--- src/rtl/scan_seq_pkg.sv ---
// Shared types, constants and lane-order helpers for the scan sequencer.
// The helpers honour the optional lane mask (macro SCAN_SEQ_LANE_MASK_EN).
package scan_seq_pkg;

    localparam int LANES = 4;
    localparam int SEL_W = 2;

    typedef enum logic [1:0] {
        IDLE = 2'd0,
        RUN  = 2'd1,
        DONE = 2'd2
    } state_t;

    function automatic logic [SEL_W-1:0] first_lane(input logic [LANES-1:0] mask);
        logic [SEL_W-1:0] r;
        r = '0;
        for (int i = LANES - 1; i >= 0; i--) begin
            if (mask[i]) r = SEL_W'(i);
        end
        return r;
    endfunction

    function automatic logic has_next(input logic [LANES-1:0] mask,
                                      input logic [SEL_W-1:0] cur);
        logic r;
        r = 1'b0;
        for (int i = 0; i < LANES; i++) begin
            if (mask[i] && (i > int'(cur))) r = 1'b1;
        end
        return r;
    endfunction

    // Lowest enabled lane above cur; only meaningful when has_next() is true.
    function automatic logic [SEL_W-1:0] next_lane(input logic [LANES-1:0] mask,
                                                   input logic [SEL_W-1:0] cur);
        logic [SEL_W-1:0] r;
        r = cur;
        for (int i = LANES - 1; i >= 0; i--) begin
            if (mask[i] && (i > int'(cur))) r = SEL_W'(i);
        end
        return r;
    endfunction

endpackage

--- src/rtl/scan_sequencer_if.sv ---
// Control/status bundle between a sweep controller (master) and the sequencer (slave).
// lane_mask exists only when SCAN_SEQ_LANE_MASK_EN is defined.
interface scan_sequencer_if
    import scan_seq_pkg::*;
#(
    parameter int DWELL_W = 4
);
    logic               start;
    logic               stop;
    logic               cont;
    logic [DWELL_W-1:0] dwell;
`ifdef SCAN_SEQ_LANE_MASK_EN
    logic [LANES-1:0]   lane_mask;
`endif
    logic [SEL_W-1:0]   sel;
    logic               sel_valid;
    logic               busy;
    logic               done;

    modport master (
`ifdef SCAN_SEQ_LANE_MASK_EN
        output lane_mask,
`endif
        output start, stop, cont, dwell,
        input  sel, sel_valid, busy, done
    );

    modport slave (
`ifdef SCAN_SEQ_LANE_MASK_EN
        input  lane_mask,
`endif
        input  start, stop, cont, dwell,
        output sel, sel_valid, busy, done
    );
endinterface

--- src/rtl/scan_sequencer_dwell_timer.sv ---
// Per-lane dwell counter: counts 0..limit while enabled, expire flags the last cycle.
// Reloaded to zero on every lane change, so it never wraps even at the maximum limit.
module dwell_timer #(
    parameter int W = 4
) (
    input  logic         clk,
    input  logic         rst,
    input  logic         load,
    input  logic         enable,
    input  logic [W-1:0] limit,
    output logic         expire
);
    logic [W-1:0] cnt_q, cnt_d;

    always_comb begin
        cnt_d = cnt_q;
        if (load)        cnt_d = '0;
        else if (enable) cnt_d = cnt_q + W'(1);
    end

    always_ff @(posedge clk or posedge rst) begin
        if (rst) cnt_q <= '0;
        else     cnt_q <= cnt_d;
    end

    assign expire = (cnt_q == limit);
endmodule

--- src/rtl/scan_sequencer.sv ---
// Lane scan sequencer: steps a 2-bit lane select through the lanes, dwelling dwell+1 cycles each.
// Optional lane skipping is enabled with macro SCAN_SEQ_LANE_MASK_EN.
module scan_sequencer
    import scan_seq_pkg::*;
#(
    parameter int DWELL_W = 4
) (
    input  logic              clk,
    input  logic              rst,
    scan_sequencer_if.slave   bus
);
    state_t             state_q, state_d;
    logic [SEL_W-1:0]   sel_q, sel_d;
    logic               sel_valid_q, sel_valid_d;
    logic               busy_q, busy_d;
    logic               done_q, done_d;
    logic [DWELL_W-1:0] dwell_q, dwell_d;
    logic               cont_q, cont_d;
    logic [LANES-1:0]   mask_q, mask_d;
    logic [LANES-1:0]   start_mask;
    logic               tmr_load, tmr_en, tmr_expire;

`ifdef SCAN_SEQ_LANE_MASK_EN
    assign start_mask = bus.lane_mask;
`else
    assign start_mask = '1;
`endif

    dwell_timer #(.W(DWELL_W)) u_dwell_timer (
        .clk    (clk),
        .rst    (rst),
        .load   (tmr_load),
        .enable (tmr_en),
        .limit  (dwell_q),
        .expire (tmr_expire)
    );

    always_comb begin
        state_d     = state_q;
        sel_d       = sel_q;
        sel_valid_d = sel_valid_q;
        busy_d      = busy_q;
        done_d      = 1'b0;
        dwell_d     = dwell_q;
        cont_d      = cont_q;
        mask_d      = mask_q;
        tmr_load    = 1'b0;
        tmr_en      = 1'b0;
        case (state_q)
            IDLE: begin
                tmr_load    = 1'b1;
                sel_d       = '0;
                sel_valid_d = 1'b0;
                busy_d      = 1'b0;
                if (bus.start && !bus.stop && (|start_mask)) begin
                    state_d     = RUN;
                    sel_d       = first_lane(start_mask);
                    sel_valid_d = 1'b1;
                    busy_d      = 1'b1;
                    dwell_d     = bus.dwell;
                    cont_d      = bus.cont;
                    mask_d      = start_mask;
                end
            end
            RUN: begin
                // Abort wins over expiry so a stop on the final cycle never pulses done.
                if (bus.stop) begin
                    state_d     = IDLE;
                    sel_d       = '0;
                    sel_valid_d = 1'b0;
                    busy_d      = 1'b0;
                    tmr_load    = 1'b1;
                end else if (tmr_expire) begin
                    tmr_load = 1'b1;
                    if (has_next(mask_q, sel_q)) begin
                        sel_d = next_lane(mask_q, sel_q);
                    end else if (cont_q) begin
                        sel_d  = first_lane(mask_q);
                        done_d = 1'b1;
                    end else begin
                        state_d     = DONE;
                        sel_d       = '0;
                        sel_valid_d = 1'b0;
                        done_d      = 1'b1;
                    end
                end else begin
                    tmr_en = 1'b1;
                end
            end
            DONE: begin
                state_d  = IDLE;
                busy_d   = 1'b0;
                tmr_load = 1'b1;
            end
            default: begin
                state_d     = IDLE;
                sel_d       = '0;
                sel_valid_d = 1'b0;
                busy_d      = 1'b0;
            end
        endcase
    end

    always_ff @(posedge clk or posedge rst) begin
        if (rst) begin
            state_q     <= IDLE;
            sel_q       <= '0;
            sel_valid_q <= 1'b0;
            busy_q      <= 1'b0;
            done_q      <= 1'b0;
            dwell_q     <= '0;
            cont_q      <= 1'b0;
            mask_q      <= '0;
        end else begin
            state_q     <= state_d;
            sel_q       <= sel_d;
            sel_valid_q <= sel_valid_d;
            busy_q      <= busy_d;
            done_q      <= done_d;
            dwell_q     <= dwell_d;
            cont_q      <= cont_d;
            mask_q      <= mask_d;
        end
    end

    assign bus.sel       = sel_q;
    assign bus.sel_valid = sel_valid_q;
    assign bus.busy      = busy_q;
    assign bus.done      = done_q;
endmodule

--- src/flat_wrapper.sv ---
// flat-port wrapper written by rule: the top's interface ports become plain ports
module scan_sequencer_flat import scan_seq_pkg::*;
#(
    parameter int DWELL_W = 4
)
  (clk, rst, bus_start, bus_stop, bus_cont, bus_dwell, bus_sel, bus_sel_valid, bus_busy, bus_done);
  scan_sequencer_if #(.DWELL_W(DWELL_W)) bus_i ();
  input  logic clk;
  input  logic rst;
  input wire logic [$bits(bus_i.start)-1:0] bus_start;
  input wire logic [$bits(bus_i.stop)-1:0] bus_stop;
  input wire logic [$bits(bus_i.cont)-1:0] bus_cont;
  input wire logic [$bits(bus_i.dwell)-1:0] bus_dwell;
  output wire logic [$bits(bus_i.sel)-1:0] bus_sel;
  output wire logic [$bits(bus_i.sel_valid)-1:0] bus_sel_valid;
  output wire logic [$bits(bus_i.busy)-1:0] bus_busy;
  output wire logic [$bits(bus_i.done)-1:0] bus_done;
  assign bus_i.start = bus_start;
  assign bus_i.stop = bus_stop;
  assign bus_i.cont = bus_cont;
  assign bus_i.dwell = bus_dwell;
  assign bus_sel = bus_i.sel;
  assign bus_sel_valid = bus_i.sel_valid;
  assign bus_busy = bus_i.busy;
  assign bus_done = bus_i.done;
  scan_sequencer #(.DWELL_W(DWELL_W)) u_core (.clk(clk), .rst(rst), .bus(bus_i));
endmodule
--- config.mk ---
export PLATFORM = sky130hd
export DESIGN_NAME = scan_sequencer_flat
export DESIGN_NICKNAME = d
export VERILOG_FILES = /design/src/rtl/scan_seq_pkg.sv /design/src/rtl/scan_sequencer_if.sv /design/src/rtl/scan_sequencer_dwell_timer.sv /design/src/rtl/scan_sequencer.sv /design/src/flat_wrapper.sv
export SDC_FILE = /design/constraint.sdc
export NUM_CORES = 1
export LEC_CHECK = 0
export CAP_MARGIN = 30
export CORE_MARGIN = 2
export CORE_UTILIZATION = 53
export DETAILED_ROUTE_END_ITERATION = 16
export HOLD_SLACK_MARGIN = 0.1
export PLACE_DENSITY = 0.8
export SYNTH_ARGS = -nofsm -noshare
export SYNTH_HDL_FRONTEND = slang
export SYNTH_HIERARCHICAL = 1
export SYNTH_SLANG_ARGS = --single-unit
--- constraint.sdc ---
create_clock -name clk -period 3.63 [get_ports clk]
set_clock_uncertainty 0.15 [all_clocks]
set_input_delay 0.726 -clock clk [delete_from_list [all_inputs] [get_ports clk]]
set_output_delay 0.726 -clock clk [all_outputs]
set_load 0.03 [all_outputs]
==> reports/results.txt, run 1 <==
Power Total -> 378 uW
Synth area leader -> dfrtp_1
Filler cells -> 124
clk buf depth -> 2
most frequent cell after synthesis -> dfrtp_1
Synthesis Warnings -> 6
mapped cell area -> 801 um^2
clk_lat worst skew -> 0.28 ns
DRC -> 0
Final Cell Area -> 973 um^2
IO Count -> 14
CTS Buf Count -> 3
Worst R2R Setup Slack -> 1.23 ns
Final WS setup -> 1.07 ns
placed wire-length estimate -> 1020 um
pre-CTS setup slack -> 0.798 ns
FF+latch count, synth -> 17
Metal-1 WL -> 590 um
syn avg cell area -> 11.4 um^2
wire length on met2 -> 586 um
number of buffers added on ports -> 13
post-synthesis sequential area ratio -> 0.531
nets@finish -> 97
TNS Setup -> 0 ns
status -> complete, no violations
DR vias/cell -> 5.41
Die Span Y -> 42.9 um
DP Area -> 946 um^2
largest net degree at the start of global routing -> 14
Crit Path Category -> in -> reg
WL/cell -> 12.2 um
Max Used Layer -> met4
H-tree levels -> 1
hold path cells -> 1
synth cell count leaders -> 17 x dfrtp_1, 7 x nor2_1, 5 x o21ai_0
worst vdd ir -> 0.258 mV
Main synth FF type -> dfrtp_1
CTS tree -> yes
hold crit path type -> reg -> reg
CTS clk-pin slew, worst paths -> 0.10 ns
fraction of layout cells with a size suffix above 1 -> 0.105
setup bufs post-CTS -> 0
worst r2r path cells -> 6
1st-iter DRT viols -> 15
clk sinks -> 17
Root Driver -> clkbuf_4
global-route wire length before repair -> 2230 um
initial antenna violation count -> 0
gpl congestion -> 0.732
Worst Path Required -> 3.65 ns
unrepaired setup endpoints after global routing -> no
Die Footprint -> 1840 um^2
pwr dens -> 389 nW/um^2
Synth Instances -> 70
crit-path max FO -> 6
LEAKAGE -> 0.000443 uW
via count -> 552
gr usage total -> 0.171
met3 routed WL -> 57 um
CTS Hold Buffers Added -> 0
ant diodes -> 0
Routed Antenna Nets -> 0
Finish-stage setup viols -> 0
Max Cap Viol -> 0
Unique masters post-synth -> 31
top-area cell type share of the netlist area -> 0.531
Fin Hold WS -> 0.336 ns
crit path launch type -> primary input
wirelength, routed -> 1240 um
asr flop ratio synth -> 1.00
crit end category -> flip-flop
vias in the first global route -> 510
Post-Syn Nets -> 80
final hold viol count -> 0
max-slew violations -> 0
Tmin final -> 2.56 ns
Post-synth EDFFs -> 0
Die X -> 42.9 um
Slew @ Worst Pin -> 0.659 ns
initial core utilization -> 0.551
area of the core -> 1450 um^2
GRT overflow -> 0
synth top area cells -> dfrtp_1 53%, mux2_1 5.6%, xor2_1 4.4%, nor2_1 3.3%, o21ai_0 3.1%
cts repair resizes -> 0
Rows -> 14
Max Freq -> 0.390 GHz
Slew HR -> 0.556
crit share post-route -> 0.706
CP arrival -> 2.59 ns
Area Overhead vs Synth -> 21.6%
drt pass-1 iters -> 4
==> report_power, final <==
group,internal (uW),switching [uW],total (uW)
logic,32.5,29.0,61.6
clock network,40.9,56.3,97.2
registers,207,13.0,220
total,280,98.3,378
==> worst max-delay path, cell delays in order <==
cell and delay, ns:
clkdlybuf4s50_1 0.49, or3b_1 0.51, nor2_1 0.37, nand4_1 0.17
mux2_4 0.31
==> cells by family after synthesis <==
family,after synthesis,share of synthesized area
AOI/OAI and AO/OA,12,0.0875
xor gates and xnor gates,5,0.0547
adders and majority gates,1,0.0156
buffers and inverters,4,0.0203
DFF,17,0.531
muxes,7,0.102
and+or+nand+nor,24,0.189
==> flip-flops by register name, indices dropped and copies added (netlist names) <==
register / count
u_core/bus.sel: 2
u_core/dwell_q: 4
u_core/u_dwell_timer/cnt_q: 4
u_core/bus.done: 1
u_core/bus.busy: 1
u_core/cont_q: 1
u_core/state_q: 2
u_core/bus.sel_valid: 1
u_core/mask_q: 1
==> worst paths after layout <==
kind,start,to
setup / recovery,bus_stop,u_core/u_dwell_timer/cnt_q[3]
hold / removal,u_core/bus.busy,u_core/bus.busy
setup reg to reg,u_core/u_dwell_timer/cnt_q[0],u_core/u_dwell_timer/cnt_q[3]
hold reg to reg,u_core/bus.busy,u_core/bus.busy
max in group asynchronous,rst,u_core/dwell_q[1]
min in group asynchronous,rst,u_core/u_dwell_timer/cnt_q[3]
==> final cells by class <==
class,count,area (um^2),share of cell area
flip-flops and latches,17,425,0.437
multi-input cells,49,359,0.369
well taps,16,20.0,0.0206
clock buffers,3,22.5,0.0231
repair buffers,13,130,0.134
inverters,3,11.3,0.0116
clock inverters,1,5.00,0.00514
==> layer usage <==
| layer | vias to the layer above | global-route usage |
|---|---|---|
| li1 | 275 | - |
| met1 | 265 | 0.235 |
| met2 | 10 | 0.248 |
| met3 | 2 | 0.0255 |
| met4 | 0 | 0.113 |
| met5 | - | 0 |
==> stage by stage <==
stage,utilization,instances
CTS,0.670,102
finish,0.670,102
floorplan,-,70
global route,0.670,102
global placement,0.651,98
detailed placement,0.651,98
==> layout by cell type (no fill, tap or decap), drive strengths merged, types with 2 or more instances in the layout <==
master and n:
inv 3, a21oi 3, dfrtp 17, mux2 6, nor2 7, o21ai 6, nor4b 2, clkbuf 3
nand2 4, clkdlybuf4s50 13, xor2 4
Note: power is estimated with default switching activity, not from simulation.
==> run 2, diff against run 1 <==
--- a/config.mk
+++ b/config.mk
@@ -7,10 +7,10 @@
 export LEC_CHECK = 0
 export CAP_MARGIN = 30
 export CORE_MARGIN = 2
-export CORE_UTILIZATION = 53
+export CORE_UTILIZATION = 45
 export DETAILED_ROUTE_END_ITERATION = 16
 export HOLD_SLACK_MARGIN = 0.1
-export PLACE_DENSITY = 0.8
+export PLACE_DENSITY = 0.72
 export SYNTH_ARGS = -nofsm -noshare
 export SYNTH_HDL_FRONTEND = slang
 export SYNTH_HIERARCHICAL = 1
==> constraint.sdc (replaced) <==
create_clock -name clk -period 2.15 [get_ports clk]
set_clock_uncertainty 0.15 [all_clocks]
set_input_delay 0.43 -clock clk [delete_from_list [all_inputs] [get_ports clk]]
set_output_delay 0.43 -clock clk [all_outputs]
set_load 0.03 [all_outputs]
==> run 2 against run 1 <==
Hold slack lost 0.14 ns. Core utilization decreased by 6.7 points. Total power is 73% higher. Die area grew 16%. First-iteration DRC count fell by 53%. Cell area grew 5.8%. Register-to-register slack lost 1.0 ns. Setup slack worse by 0.88 ns. Critical path type is now reg -> reg. Sequential share of layout area shrank 2.4 points. Sequential power grew 69%.
==> reports/results.txt, run 2 (synthesis results as in run 1) <==
wirelength, routed -> 1340 um (was 1240 um)
gr usage total -> 0.149 (was 0.171)
TNS Setup -> 0 ns (unchanged)
Die X -> 46.2 um (was 42.9 um)
Regs by FF count -> u_core/dwell_q: 4 flops, u_core/u_dwell_timer/cnt_q: 4 flops (unchanged)
CTS tree -> yes (unchanged)
fraction of layout cells with a size suffix above 1 -> 0.163 (was 0.105)
worst r2r path cells -> 6 (unchanged)
nets@finish -> 103 (was 97)
Max Cap Viol -> 0 (unchanged)
CTS Hold Buffers Added -> 0 (unchanged)
LEAKAGE -> 0.000472 uW (was 0.000443 uW)
pwr dens -> 634 nW/um^2 (was 389 nW/um^2)
Die Span Y -> 46.2 um (was 42.9 um)
switching share of power -> 0.257 (was 0.260)
1st-iter DRT viols -> 7 (was 15)
clk sinks -> 17 (unchanged)
initial antenna violation count -> 0 (unchanged)
CTS clk-pin slew, worst paths -> 0.09 ns (was 0.10 ns)
internal power -> 485 uW (was 280 uW)
global-route wire length before repair -> 2130 um (was 2230 um)
crit end category -> flip-flop (unchanged)
cts repair resizes -> 0 (unchanged)
DRC -> 0 (unchanged)
Finish-stage setup viols -> 0 (unchanged)
H-tree levels -> 1 (unchanged)
CP arrival -> 2.04 ns (was 2.59 ns)
ant diodes -> 0 (unchanged)
vias in the first global route -> 519 (was 510)
GRT overflow -> 0 (unchanged)
Worst R2R Setup Slack -> 0.19 ns (was 1.23 ns)
Die Footprint -> 2130 um^2 (was 1840 um^2)
final hold viol count -> 0 (unchanged)
Crit Path Category -> reg -> reg (was in -> reg)
hold crit path type -> in -> async (was reg -> reg)
most frequent cells in the layout -> 17 x dfrtp_1, 13 x clkdlybuf4s50_1, 7 x nor2_1 (unchanged)
Root Driver -> clkbuf_4 (unchanged)
crit-path max FO -> 4 (was 6)
crit path launch type -> flip-flop (was primary input)
drt pass-1 iters -> 4 (unchanged)
Placed Cells -> 113 (was 98)
clk_lat worst skew -> 0.29 ns (was 0.28 ns)
area of the core -> 1710 um^2 (was 1450 um^2)
unrepaired setup endpoints after global routing -> no (unchanged)
max-slew violations -> 0 (unchanged)
Slew @ Worst Pin -> 0.502 ns (was 0.659 ns)
clock share of power -> 0.250 (was 0.257)
P_sw -> 168 uW (was 98.3 uW)
Tmin final -> 1.96 ns
crit share post-route -> 0.912
largest net degree at the start of global routing -> 14 (unchanged)
IO Count -> 14 (unchanged)
WL/cell -> 11.5 um (was 12.2 um)
FF-to-FF Start -> u_core/u_dwell_timer/cnt_q[0] (unchanged)
Worst Setup SP -> u_core/u_dwell_timer/cnt_q[0] (was bus_stop)
Slew HR -> 0.665 (was 0.556)
Non-Filler Instances -> 117 (was 102)
DR vias/cell -> 4.99 (was 5.41)
initial core utilization -> 0.469 (was 0.551)
Filler cells -> 150 (was 124)
CTS Buf Count -> 3 (unchanged)
reg2reg end -> u_core/bus.sel[0] (was u_core/u_dwell_timer/cnt_q[3])
Area Overhead vs Synth -> 28.6% (was 21.6%)
placed wire-length estimate -> 1100 um (was 1020 um)
setup bufs post-CTS -> 0 (unchanged)
Seq pwr share -> 0.569 (was 0.580)
number of buffers added on ports -> 13 (unchanged)
Routed Antenna Nets -> 0 (unchanged)
status -> complete, no violations (unchanged)
worst vdd ir -> 0.397 mV (was 0.258 mV)
clk buf depth -> 2 (unchanged)
Max Freq -> 0.510 GHz
via count -> 584 (was 552)
logic gate share of total power -> 0.182 (was 0.163)
most common cell after layout, fill and taps aside -> dfrtp_1 (unchanged)
Rows -> 15 (was 14)
gpl congestion -> 0.836 (was 0.732)
Worst Path Required -> 2.22 ns (was 3.65 ns)
[run 2: cell type report]
class | count | area, um^2 | share of cell area
clock buffers | 3 | 22.5 | 0.0219
clock inverters | 1 | 5.00 | 0.00486
inverters | 3 | 11.3 | 0.0109
multi-input cells | 49 | 359 | 0.349
flip-flops and latches | 17 | 425 | 0.413
well taps | 25 | 31.3 | 0.0304
repair buffers | 19 | 175 | 0.170
[run 2: power groups by stage]
stage | clock network, uW | logic [uW] | registers (uW)
finish | 163 | 119 | 371
global route | 184 | 133 | 376
CTS | 175 | 121 | 372
detailed placement | 0 | 120 | 379
global placement | 0 | 117 | 376
floorplan | 0 | 63.5 | 381
[run 2: how the worst max path moves through the flow]
stage	endpoint	slack [ns]	cells past startpoint
5_1_grt	u_core/u_dwell_timer/cnt_q[3]	0.04	6
4_1_cts	bus_sel[1]	0.17	1
3_5_place_dp	u_core/u_dwell_timer/cnt_q[3]	0.01	5
3_3_place_gp	u_core/u_dwell_timer/cnt_q[3]	0.04	5
2_1_floorplan	u_core/u_dwell_timer/cnt_q[3]	0.1	6
6_report	u_core/bus.sel[0]	0.19	6
[run 2: per-layer routing]
layer | vias to the layer above | track usage | wire length, um
met4 | 0 | 0.0514 | 14
met1 | 280 | 0.175 | 602
li1 | 288 | - | -
met3 | 2 | 0.0588 | 69
met5 | - | 0 | 0
met2 | 14 | 0.244 | 656
[run 2: worst max-delay path: stages (launching register included)]
cell and delay (ns):
dfrtp_1 0.45, xor2_1 0.18, nor4_1 0.38, buf_4 0.19, nand2_1 0.06, or4_1 0.41
nand2_1 0.08
[run 2: metrics by stage]
stage	area, um^2	hold WS [ns]	setup slack (ns)	power [uW]	util
after floorplan	801	0.0461	0.0952	444	-
after global placement	1000	0.294	0.0444	493	0.587
after detailed placement	1000	0.306	0.0111	499	0.587
after CTS	1030	0.190	0.166	668	0.603
after global routing	1030	0.207	0.0351	693	0.603
final	1030	0.194	0.189	653	0.603
